`src/rtl/pulse_sched_pkg.sv`:
```
// Shared types and defaults for the frequency-stepped pulse sweep scheduler.
// Holds the FSM state encoding and the width and timeout constants.
package pulse_sched_pkg;

  localparam int FREQW_W         = 32;
  localparam int ACK_TIMEOUT_DEF = 1023;
  localparam int PRI_W_DEF       = 24;

  typedef enum logic [2:0] {
    ST_IDLE     = 3'd0,
    ST_UPD_REQ  = 3'd1,
    ST_UPD_WAIT = 3'd2,
    ST_GEN_REQ  = 3'd3,
    ST_GEN_WAIT = 3'd4,
    ST_PRI_WAIT = 3'd5
  } state_e;

endpackage

```
`src/rtl/pulse_sweep_scheduler_if.sv`:
```
// Scheduler-to-signal-generator bus: frequency word plus the update and pulse
// request/acknowledge pairs. The scheduler is master, the generator is slave.
interface pulse_sweep_scheduler_if;
  import pulse_sched_pkg::*;

  logic [FREQW_W-1:0] FREQW;
  logic               FREQW_UPDATE;
  logic               FREQW_UPDATE_OVER;
  logic               GEN;
  logic               GEN_OVER;

  modport master (
    output FREQW, FREQW_UPDATE, GEN,
    input  FREQW_UPDATE_OVER, GEN_OVER
  );

  modport slave (
    input  FREQW, FREQW_UPDATE, GEN,
    output FREQW_UPDATE_OVER, GEN_OVER
  );

endinterface

```
`src/rtl/req_ack_hs.sv`:
```
// One registered request held until its acknowledge is sampled low; the request
// drops the next cycle. Gives up after ACK_TIMEOUT cycles of request-high without ack low.
module req_ack_hs #(
  parameter int ACK_TIMEOUT = 1023
) (
  input  logic CLOCK_10M,
  input  logic RESET_N,
  input  logic start,
  input  logic ack,
  output logic req,
  output logic acked,
  output logic timeout
);

  localparam int TW = $clog2(ACK_TIMEOUT + 1);

  logic          req_q, req_d;
  logic [TW-1:0] tmr_q, tmr_d;

  always_comb begin
    req_d   = req_q;
    tmr_d   = tmr_q;
    acked   = req_q && !ack;
    // tmr_q counts completed request-high cycles, so this fires on the last allowed one
    timeout = req_q && ack && (tmr_q == TW'(ACK_TIMEOUT - 1));
    if (start) begin
      req_d = 1'b1;
      tmr_d = '0;
    end else if (acked || timeout) begin
      req_d = 1'b0;
    end else if (req_q) begin
      tmr_d = tmr_q + 1'b1;
    end
  end

  always_ff @(posedge CLOCK_10M or negedge RESET_N) begin
    if (!RESET_N) begin
      req_q <= 1'b0;
      tmr_q <= '0;
    end else begin
      req_q <= req_d;
      tmr_q <= tmr_d;
    end
  end

  assign req = req_q;

endmodule

```
`src/rtl/pulse_sweep_scheduler.sv`:
```
// Steps the generator through a frequency sweep: update word, fire one pulse, hold PRI.
// The next update rises PRI cycles after GEN rises, or the cycle after GEN_OVER if that is later.
module pulse_sweep_scheduler
  import pulse_sched_pkg::*;
#(
  parameter int ACK_TIMEOUT = ACK_TIMEOUT_DEF,
  parameter int PRI_W       = PRI_W_DEF
) (
  input  logic                   CLOCK_10M,
  input  logic                   RESET_N,
  input  logic                   START,
  input  logic                   STOP,
  input  logic                   CONT,
  input  logic [FREQW_W-1:0]     START_FREQW,
  input  logic [FREQW_W-1:0]     STEP_FREQW,
  input  logic [7:0]             NUM_STEPS,
  input  logic [PRI_W-1:0]       PRI,
  pulse_sweep_scheduler_if.master gen_if,
  output logic                   BUSY,
  output logic                   DONE,
  output logic [7:0]             STEP_IDX,
  output logic                   ERR,
  output logic                   PRI_OVERRUN
);

  state_e             state_q, state_d;
  logic [FREQW_W-1:0] freqw_q, freqw_d, start_fw_q, start_fw_d, step_fw_q, step_fw_d;
  logic [7:0]         num_q, num_d, step_idx_q, step_idx_d;
  logic [PRI_W-1:0]   pri_q, pri_d, cnt_q, cnt_d;
  logic               cont_q, cont_d, busy_q, busy_d, done_q, done_d;
  logic               err_q, err_d, ovr_q, ovr_d, stop_q, stop_d;

  logic upd_go, gen_go, upd_req, gen_req;
  logic upd_acked, upd_timeout, gen_acked, gen_timeout;
  logic advance, finish, abort, last, pri_exp, stop_pend;

  req_ack_hs #(.ACK_TIMEOUT(ACK_TIMEOUT)) u_upd_hs (
    .CLOCK_10M (CLOCK_10M),
    .RESET_N   (RESET_N),
    .start     (upd_go),
    .ack       (gen_if.FREQW_UPDATE_OVER),
    .req       (upd_req),
    .acked     (upd_acked),
    .timeout   (upd_timeout)
  );

  req_ack_hs #(.ACK_TIMEOUT(ACK_TIMEOUT)) u_gen_hs (
    .CLOCK_10M (CLOCK_10M),
    .RESET_N   (RESET_N),
    .start     (gen_go),
    .ack       (gen_if.GEN_OVER),
    .req       (gen_req),
    .acked     (gen_acked),
    .timeout   (gen_timeout)
  );

  always_comb begin
    state_d    = state_q;
    freqw_d    = freqw_q;
    start_fw_d = start_fw_q;
    step_fw_d  = step_fw_q;
    num_d      = num_q;
    pri_d      = pri_q;
    cont_d     = cont_q;
    step_idx_d = step_idx_q;
    busy_d     = busy_q;
    done_d     = 1'b0;
    err_d      = err_q;
    ovr_d      = ovr_q;
    stop_d     = stop_q;
    cnt_d      = (cnt_q != '0) ? cnt_q - 1'b1 : '0;
    upd_go     = 1'b0;
    gen_go     = 1'b0;
    advance    = 1'b0;
    finish     = 1'b0;
    abort      = 1'b0;
    last       = (step_idx_q == num_q - 8'd1);
    // Counter hits zero at this edge (or already has), so the next update may rise next cycle
    pri_exp    = (cnt_q <= PRI_W'(1));
    stop_pend  = stop_q || STOP;

    if (state_q != ST_IDLE && STOP) stop_d = 1'b1;

    case (state_q)
      ST_IDLE: begin
        if (START) begin
          if (NUM_STEPS != 8'd0) begin
            start_fw_d = START_FREQW;
            step_fw_d  = STEP_FREQW;
            num_d      = NUM_STEPS;
            pri_d      = PRI;
            cont_d     = CONT;
            freqw_d    = START_FREQW;
            step_idx_d = 8'd0;
            err_d      = 1'b0;
            ovr_d      = 1'b0;
            busy_d     = 1'b1;
            upd_go     = 1'b1;
            state_d    = ST_UPD_REQ;
          end else begin
            done_d = 1'b1;
          end
        end
      end
      ST_UPD_REQ: begin
        if (upd_acked)        state_d = ST_UPD_WAIT;
        else if (upd_timeout) abort   = 1'b1;
      end
      ST_UPD_WAIT: begin
        if (gen_if.FREQW_UPDATE_OVER) begin
          gen_go  = 1'b1;
          cnt_d   = pri_q;
          state_d = ST_GEN_REQ;
        end
      end
      ST_GEN_REQ: begin
        if (gen_acked)        state_d = ST_GEN_WAIT;
        else if (gen_timeout) abort   = 1'b1;
      end
      ST_GEN_WAIT: begin
        if (gen_if.GEN_OVER) begin
          if (pri_exp) advance = 1'b1;
          else         state_d = ST_PRI_WAIT;
        end else if (pri_exp) begin
          ovr_d = 1'b1;
        end
      end
      ST_PRI_WAIT: begin
        if (pri_exp) advance = 1'b1;
      end
      default: state_d = ST_IDLE;
    endcase

    if (advance) begin
      if (stop_pend || (last && !cont_q)) begin
        finish = 1'b1;
      end else begin
        upd_go  = 1'b1;
        state_d = ST_UPD_REQ;
        if (last) begin
          step_idx_d = 8'd0;
          freqw_d    = start_fw_q;
        end else begin
          step_idx_d = step_idx_q + 8'd1;
          freqw_d    = freqw_q + step_fw_q;
        end
      end
    end

    if (finish || abort) begin
      state_d = ST_IDLE;
      busy_d  = 1'b0;
      stop_d  = 1'b0;
      done_d  = finish;
      if (abort) err_d = 1'b1;
    end
  end

  always_ff @(posedge CLOCK_10M or negedge RESET_N) begin
    if (!RESET_N) begin
      state_q    <= ST_IDLE;
      freqw_q    <= '0;
      start_fw_q <= '0;
      step_fw_q  <= '0;
      num_q      <= '0;
      pri_q      <= '0;
      cont_q     <= 1'b0;
      step_idx_q <= '0;
      cnt_q      <= '0;
      busy_q     <= 1'b0;
      done_q     <= 1'b0;
      err_q      <= 1'b0;
      ovr_q      <= 1'b0;
      stop_q     <= 1'b0;
    end else begin
      state_q    <= state_d;
      freqw_q    <= freqw_d;
      start_fw_q <= start_fw_d;
      step_fw_q  <= step_fw_d;
      num_q      <= num_d;
      pri_q      <= pri_d;
      cont_q     <= cont_d;
      step_idx_q <= step_idx_d;
      cnt_q      <= cnt_d;
      busy_q     <= busy_d;
      done_q     <= done_d;
      err_q      <= err_d;
      ovr_q      <= ovr_d;
      stop_q     <= stop_d;
    end
  end

  assign gen_if.FREQW        = freqw_q;
  assign gen_if.FREQW_UPDATE = upd_req;
  assign gen_if.GEN          = gen_req;
  assign BUSY                = busy_q;
  assign DONE                = done_q;
  assign STEP_IDX            = step_idx_q;
  assign ERR                 = err_q;
  assign PRI_OVERRUN         = ovr_q;

endmodule

```
`src/flat_wrapper.sv`:
```
// flat-port wrapper written by rule: the top's interface ports become plain ports
module pulse_sweep_scheduler_flat import pulse_sched_pkg::*;
#(
  parameter int ACK_TIMEOUT = ACK_TIMEOUT_DEF,
  parameter int PRI_W       = PRI_W_DEF
)
  (CLOCK_10M, RESET_N, START, STOP, CONT, START_FREQW, STEP_FREQW, NUM_STEPS, PRI, BUSY, DONE, STEP_IDX, ERR, PRI_OVERRUN, gen_if_FREQW, gen_if_FREQW_UPDATE, gen_if_GEN, gen_if_FREQW_UPDATE_OVER, gen_if_GEN_OVER);
  pulse_sweep_scheduler_if gen_if_i ();
  input  logic CLOCK_10M;
  input  logic RESET_N;
  input  logic START;
  input  logic STOP;
  input  logic CONT;
  input  logic [FREQW_W-1:0] START_FREQW;
  input  logic [FREQW_W-1:0] STEP_FREQW;
  input  logic [7:0] NUM_STEPS;
  input  logic [PRI_W-1:0] PRI;
  output logic BUSY;
  output logic DONE;
  output logic [7:0] STEP_IDX;
  output logic ERR;
  output logic PRI_OVERRUN;
  output wire logic [$bits(gen_if_i.FREQW)-1:0] gen_if_FREQW;
  output wire logic [$bits(gen_if_i.FREQW_UPDATE)-1:0] gen_if_FREQW_UPDATE;
  output wire logic [$bits(gen_if_i.GEN)-1:0] gen_if_GEN;
  input wire logic [$bits(gen_if_i.FREQW_UPDATE_OVER)-1:0] gen_if_FREQW_UPDATE_OVER;
  input wire logic [$bits(gen_if_i.GEN_OVER)-1:0] gen_if_GEN_OVER;
  assign gen_if_FREQW = gen_if_i.FREQW;
  assign gen_if_FREQW_UPDATE = gen_if_i.FREQW_UPDATE;
  assign gen_if_GEN = gen_if_i.GEN;
  assign gen_if_i.FREQW_UPDATE_OVER = gen_if_FREQW_UPDATE_OVER;
  assign gen_if_i.GEN_OVER = gen_if_GEN_OVER;
  pulse_sweep_scheduler #(.ACK_TIMEOUT(ACK_TIMEOUT), .PRI_W(PRI_W)) u_core (.CLOCK_10M(CLOCK_10M), .RESET_N(RESET_N), .START(START), .STOP(STOP), .CONT(CONT), .START_FREQW(START_FREQW), .STEP_FREQW(STEP_FREQW), .NUM_STEPS(NUM_STEPS), .PRI(PRI), .gen_if(gen_if_i), .BUSY(BUSY), .DONE(DONE), .STEP_IDX(STEP_IDX), .ERR(ERR), .PRI_OVERRUN(PRI_OVERRUN));
endmodule
```
`config.mk`:
```
export PLATFORM = sky130hd
export DESIGN_NAME = pulse_sweep_scheduler_flat
export DESIGN_NICKNAME = d
export VERILOG_FILES = /design/src/rtl/pulse_sched_pkg.sv /design/src/rtl/pulse_sweep_scheduler_if.sv /design/src/rtl/req_ack_hs.sv /design/src/rtl/pulse_sweep_scheduler.sv /design/src/flat_wrapper.sv
export SDC_FILE = /design/constraint.sdc
export NUM_CORES = 1
export LEC_CHECK = 0
export ABC_CLOCK_PERIOD_IN_PS = 4530
export CORE_UTILIZATION = 61
export CTS_BUF_LIST = sky130_fd_sc_hd__clkbuf_4
export DETAILED_ROUTE_END_ITERATION = 8
export GPL_TIMING_DRIVEN = 0
export PLACE_DENSITY = 0.88
export SYNTH_ARGS = -nofsm -noshare
export SYNTH_HDL_FRONTEND = slang
export SYNTH_HIERARCHICAL = 1
export SYNTH_SLANG_ARGS = --single-unit
```
`constraint.sdc`:
```
create_clock -name CLOCK_10M -period 4.53 [get_ports CLOCK_10M]
set_clock_uncertainty 0.05 [all_clocks]
set_input_delay 0.906 -clock CLOCK_10M [delete_from_list [all_inputs] [get_ports CLOCK_10M]]
set_output_delay 0.906 -clock CLOCK_10M [all_outputs]
set_load 0.01 [all_outputs]
```
==> out/qor.yml, run 1 <==
timing:
  timing.slew.headroom: 0.472
  layout_setup_ws_ns: 0.853
  tightest_slew_ns: 0.791
  fin_crit_sh: 0.812
  finalHoldViolations: 0
  max_freq_mhz: 272
  fin_crit_ns: 3.68
  rsz0062_at_grt: "false"
  timing.setup.tns_ns: 0
  setup_viol: 0
  maxSlewViolCount: 0
final_layout:
  nNetsFinal: 1528
  stdcell_area_sq_um: 12600
  layout-drive-gt1-share: 0.0580
  area_growth_pct: 19.5
clock_network:
  ctsResizeCount: 0
  cts_buffer_depth: 2
  postCtsSetupBuffers: 0
  root_buffer: "clkbuf_4"
  tritoncts: "done"
  clkLatencyLatePin_ns: 0.60
  path_clk_slew_ns: 0.15
  clock-sinks: 191
  htreeDepth: 4
  numCtsBuffers: 17
  postCtsHoldBufs: 0
run:
  maxCapViolCount: 0
power_and_ir_drop:
  p_per_area_nw_per_um2: 632
  ir_worst_vdd_mv: 0.397
  finalPower_w: 0.00799
  power.leakage_nw: 5.81
floorplan:
  die_x_microns: 134
  die_y_microns: 134
  start_util: 0.631
  core_area_sq_um: 16800
  die-area_sq_um: 17900
  io_pins: 149
  rows: 47
synthesis:
  synth_flop_cell: "dfrtp_1"
  synth_top_area_share: 0.452
  ys.warnings.count: 6
  synth_nets: 1360
  synth_seq_cells: 191
  yosysSeqAreaShare: 0.452
  synth-async-reset-ratio: 1.00
  syn-mean-instance-area_sq_um: 8.70
  synth_area_sq_um: 10600
  ys_types: 79
  syn_inst: 1216
  synth_area_leaders: "dfrtp_1 45%, nand2_1 13%, ha_1 4.7%"
  yosysTopAreaCell: "dfrtp_1"
  synth-edff-count: 0
critical_path:
  r2r_start: "u_core/num_q[0]"
  arrival_ns: 4.14
  end_kind: "flop"
  crit_required_ns: 4.99
  crit_path_start_kind: "flop"
  rr_endpoint: "u_core/u_upd_hs/tmr_q[7]"
  rr_worst_depth: 14
  crit_fanout: 10
  worstSetupPathType: "flop to flop"
  rrSetupSlack_ns: 0.85
route:
  remaining_drc_errors: 0
  vias_per_cell: 5.92
  antenna_left: 0
  drt_iter0_drc: 1065
  num_vias: 9577
  totalWireLength_mm: 27.9
  wire_per_inst_microns: 17.2
  drt_pass1_iterations: 5
worst_hold_path:
  min_path_type: "input port to async pin"
placement:
  io_buffers: 148
  dp_hpwl_mm: 20.2
  gp_congestion: 0.900
  place_area_sq_um: 12400
  dp_worst_setup_slack_ns: 0.829
grt:
  track_usage: 0.327
  grt_max_degree: 116
  globalRouteOverflowTotal: 0
  grt_pass1_wl_mm: 45.8
  antenna_found_initial: 1
  grt_pass1_vias: 9308
outcome:
  status: "finished clean"
## worst max-delay path by stage
stage | slack [ns] | cells past startpoint | to | startpoint
CTS | 0.89 | 14 | u_core/u_upd_hs/tmr_q[7] | u_core/num_q[0]
floorplan | 1.52 | 14 | u_core/u_upd_hs/tmr_q[7] | u_core/num_q[0]
global route | 0.53 | 15 | u_core/u_upd_hs/tmr_q[5] | u_core/num_q[0]
detailed placement | 0.83 | 8 | u_core/step_fw_q[27] | NUM_STEPS[0]
global placement | -5.26 | 1 | u_core/step_fw_q[24] | RESET_N
finish | 0.85 | 14 | u_core/u_upd_hs/tmr_q[7] | u_core/num_q[0]
## registers in the layout, indices dropped and copies added, names as in the netlist, 3 cells and up
name and count:
u_core/gen_if.FREQW 32, u_core/start_fw_q 32, u_core/step_fw_q 32, u_core/cnt_q 24, u_core/pri_q 24, u_core/u_gen_hs/tmr_q 10, u_core/u_upd_hs/tmr_q 10, u_core/STEP_IDX 8
u_core/num_q 8, u_core/state_q 3
## layout make-up
cell class                      count  area [sq um]
Timing Repair Buffer              149          1510
Clock inverter                     15           143
Inverter                           27           101
Multi-Input combinational cell    942          5420
Antenna cell                        1          2.50
Sequential cell                   191          4780
Buffer                             56           279
Clock buffer                       17           128
Tap cell                          220           275
Fill cell                        1243          4120
## power by group
part | switching (W) | internal (W) | total [W]
registers | 0.000592 | 0.00239 | 0.00298
clock network | 0.000597 | 0.000324 | 0.000920
logic | 0.00229 | 0.00180 | 0.00409
total | 0.00347 | 0.00452 | 0.00799
## cell usage after synthesis (18+ instances only)
cell,n
o211ai_1,19
dfrtp_1,191
and3_1,18
a21oi_1,63
nor2_1,48
a31oi_1,19
clkbuf_1,32
xnor2_1,31
nand2_1,380
xor2_1,27
nand3_1,26
ha_1,40
o21ai_0,60
inv_1,27
nor2b_1,18
## through the flow
| stage | cells | hold slack, ns | util |
|---|---|---|---|
| 2_1_floorplan | 1216 | 0.387 | - |
| 3_5_place_dp | 1585 | 0.405 | 0.738 |
| 5_1_grt | 1618 | 0.252 | 0.754 |
| 4_1_cts | 1617 | 0.226 | 0.754 |
| 6_report | 1618 | 0.212 | 0.754 |
| 3_3_place_gp | 1584 | 0.399 | 0.736 |
## critical path, cell delays in order, from the launching register on
cell and delay, ns:
dfrtp_1 0.47, inv_1 0.11, ha_1 0.15, clkbuf_1 0.25
xnor2_1 0.16, o22ai_1 0.10, a2111o_1 0.41, a211oi_2 0.30
a211o_1 0.25, nor2_2 0.11, nor2_4 0.25, inv_1 0.19
clkbuf_1 0.28, or2_2 0.35, a211oi_1 0.17
## layout by cell type (no fill, tap or decap), types with 5 or more instances in the layout
cell type        instances
nand2_1                380
dfrtp_1                191
clkdlybuf4s50_1        147
a21oi_1                 63
o21ai_0                 60
nor2_1                  48
ha_1                    40
clkbuf_1                32
xnor2_1                 31
inv_1                   27
xor2_1                  27
nand3_1                 26
a31oi_1                 19
o211ai_1                19
nor2b_1                 18
and3_1                  18
clkbuf_4                17
nor3_1                  15
nand4_1                 14
a211oi_1                14
a21o_1                  11
nand2b_1                 9
nor4_1                   8
buf_2                    7
mux2i_1                  7
a22oi_1                  7
buf_4                    6
and2_1                   6
buf_1                    6
o21ai_1                  5
and4_1                   5
nand3b_1                 5
buf_6                    5
## cells by family (layout without fill, tap and decap cells)
logic type               after synthesis  after routing  share of synthesized area
AND/OR/NAND/NOR                      585            585                      0.252
AO/OA/AOI/OAI                        244            244                      0.148
flip-flops                           191            191                      0.452
buffers and inverters                 83            264                     0.0360
XOR/XNOR                              58             58                     0.0480
adder cells (fa/ha/maj)               42             42                     0.0502
multiplexers                          13             13                     0.0130
other                                  0              1                          0
## per-layer routing
metal / global-route usage / routed length (microns)
met3: 0.0495 / 1850
met2: 0.528 / 13300
met4: 0.129 / 737
met1: 0.445 / 12000
met5: 0 / 0
Power figures use the tool's default switching activity.
==> run 2, diff against run 1 <==
--- a/config.mk
+++ b/config.mk
@@ -5,12 +5,12 @@
 export SDC_FILE = /design/constraint.sdc
 export NUM_CORES = 1
 export LEC_CHECK = 0
-export ABC_CLOCK_PERIOD_IN_PS = 4530
-export CORE_UTILIZATION = 61
+export ABC_CLOCK_PERIOD_IN_PS = 3160
+export CORE_UTILIZATION = 52
 export CTS_BUF_LIST = sky130_fd_sc_hd__clkbuf_4
 export DETAILED_ROUTE_END_ITERATION = 8
 export GPL_TIMING_DRIVEN = 0
-export PLACE_DENSITY = 0.88
+export PLACE_DENSITY = 0.8
 export SYNTH_ARGS = -nofsm -noshare
 export SYNTH_HDL_FRONTEND = slang
 export SYNTH_HIERARCHICAL = 1
==> constraint.sdc (replaced) <==
create_clock -name CLOCK_10M -period 3.16 [get_ports CLOCK_10M]
set_clock_uncertainty 0.05 [all_clocks]
set_input_delay 0.632 -clock CLOCK_10M [delete_from_list [all_inputs] [get_ports CLOCK_10M]]
set_output_delay 0.632 -clock CLOCK_10M [all_outputs]
set_load 0.01 [all_outputs]
==> run 2 against run 1 <==
  * Flip-flop and latch count unchanged
  * Fmax increased by 20%
  * Worst setup slack got worse by 0.75 ns
  * Combinational power increased by 49%
  * Critical path type unchanged
==> out/qor.yml, run 2 (same netlist as run 1, synthesis figures left out) <==
outcome:
  status: "finished clean"
grt:
  grt_max_degree: 114  # -1.7%
  globalRouteOverflowTotal: 0  # unchanged
  track_usage: 0.281  # -0.0463
  use_met1: 0.372  # -0.0727
  grt_busiest_layer: "met2"
  grt_pass1_vias: 9191  # -1.3%
  grt_use_met2: 0.468  # -0.0599
  grt_use_met3: 0.0460  # -0.00344
  antenna_found_initial: 1  # unchanged
  grt_pass1_wl_mm: 45.3  # -1.0%
timing:
  fin_crit_ns: 3.06  # -0.619 ns
  setup_viol: 0  # unchanged
  finalHoldViolations: 0  # unchanged
  timing.slew.headroom: 0.424  # -0.0483
  fin_crit_sh: 0.968  # +0.156
  tightest_slew_ns: 0.864  # +0.0724 ns
  max_freq_mhz: 327  # +20%
  maxSlewViolCount: 0  # unchanged
critical_path:
  worstSetupPathType: "flop to flop"
  arrival_ns: 3.50  # -0.64 ns
  end_kind: "flop"
  crit_path_start_kind: "flop"
  crit_fanout: 6  # -4
  crit_required_ns: 3.60  # -1.39 ns
clock_network:
  numCtsBuffers: 17  # unchanged
  clock-sinks: 191  # unchanged
  cts_buffer_depth: 2  # unchanged
  root_buffer: "clkbuf_4"
  path_clk_slew_ns: 0.16  # about the same
  htreeDepth: 4  # unchanged
  clkLatencyLatePin_ns: 0.59  # about the same
  tritoncts: "done"
run:
  maxCapViolCount: 0  # unchanged
final_layout:
  area_growth_pct: 22.1
  layout_common_cells: "380 x nand2_1, 191 x dfrtp_1, 147 x clkdlybuf4s50_1"
  stdcell_area_sq_um: 12900  # +2.2%
  nNetsFinal: 1535  # +0.46%
  final_common_cell: "nand2_1"
  layout-drive-gt1-share: 0.0783  # +0.0204
power_and_ir_drop:
  power.leakage_nw: 5.90  # +1.5%
  ir_worst_vdd_mv: 0.464  # +17%
  finalPower_w: 0.0118  # +47%
  p_per_area_nw_per_um2: 912  # +44%
route:
  totalWireLength_mm: 28.2  # +1.1%
  remaining_drc_errors: 0  # unchanged
  vias_per_cell: 5.71  # -3.5%
  num_vias: 9539  # -0.40%
  antenna_left: 0  # unchanged
  drt_iter0_drc: 772  # -28%
  wire_per_inst_microns: 16.9  # -2.1%
  drt_pass1_iterations: 5  # unchanged
floorplan:
  die_x_microns: 145  # +8.2%
  die_y_microns: 145  # +8.2%
  die-area_sq_um: 20900  # +17%
  io_pins: 149  # unchanged
  rows: 51  # +8.5%
  core_area_sq_um: 19700  # +18%
  start_util: 0.536  # -0.0947
placement:
  gp_congestion: 0.946  # +5.1%
  place_area_sq_um: 12400  # +0.46%
  io_buffers: 148  # unchanged
  dp_hpwl_mm: 20.2  # +0.22%
worst_hold_path:
  min_path_type: "input port to async pin"
run 2: cell count changes in the layout (fill, tap and decap cells not counted), sizes merged:
| cell | previous run | this run |
|---|---|---|
| clkinv | 7 | 4 |
| bufinv | 2 | 3 |
| clkinvlp | 3 | 4 |
| clkbuf | 49 | 51 |
| buf | 26 | 32 |
run 2: worst paths after layout:
check,start,endpoint,slack (ns),cells past startpoint
max,u_core/gen_if.FREQW[10],u_core/gen_if.FREQW[31],0.10,11
min,RESET_N,u_core/pri_q[13],0.04,1
max reg2reg,u_core/gen_if.FREQW[10],u_core/gen_if.FREQW[31],0.10,11
min reg2reg,u_core/start_fw_q[19],u_core/start_fw_q[19],0.44,2
max in group asynchronous,RESET_N,u_core/gen_if.FREQW[5],2.11,2
min in group CLOCK_10M,u_core/start_fw_q[19],u_core/start_fw_q[19],0.44,2
run 2: routing by layer:
metal	share of wire	vias up	wire (microns)
met5	0	-	0
met4	0.021	0	587
met3	0.065	52	1840
met2	0.47	360	13300
met1	0.44	4595	12400
li1	-	4532	-
run 2: stage by stage:
step	hold WS [ns]	utilization	TNS (ns)	setup slack, ns	cells
floorplan	0.286	-	0	0.147	1216
global placement	0.399	0.628	-1256.37	-6.46	1629
detailed placement	0.408	0.630	-37.97	-0.484	1630
CTS	0.0507	0.648	0	0.00832	1665
global route	0.0759	0.655	-0.0685	-0.0453	1670
finish	0.0366	0.655	0	0.102	1670
run 2: critical path, stage by stage, from the launching register on:
cell and delay, ns:
dfrtp_1 0.44, ha_1 0.40, nand4_1 0.15, a211oi_2 0.30, a21boi_4 0.13, a2111oi_4 0.33
o21a_1 0.26, a21o_1 0.16, nand4_1 0.16, a311oi_2 0.34, xnor2_1 0.15, a21oi_1 0.08
run 2: power breakdown:
group          internal [W]  switching (W)
sequential          0.00343       0.000856
combinational       0.00271        0.00337
clock              0.000556       0.000851
run 2: repair_timing:
action	in CTS	in global routing
gates resized for setup	8	28
setup endpoints to repair	17	90
setup buffers	4	4
hold buffers	0	0
pin swaps	3	8
run 2: layout make-up:
cell class | instances | area (sq um)
fillers | 1659 | 6800
multi-input cells | 942 | 5530
flip-flops and latches | 191 | 4780
repair buffers | 157 | 1570
well taps | 265 | 332
plain buffers | 55 | 292
clock inverters | 14 | 164
clock buffers | 18 | 135
inverters | 27 | 101
diodes | 1 | 2.50
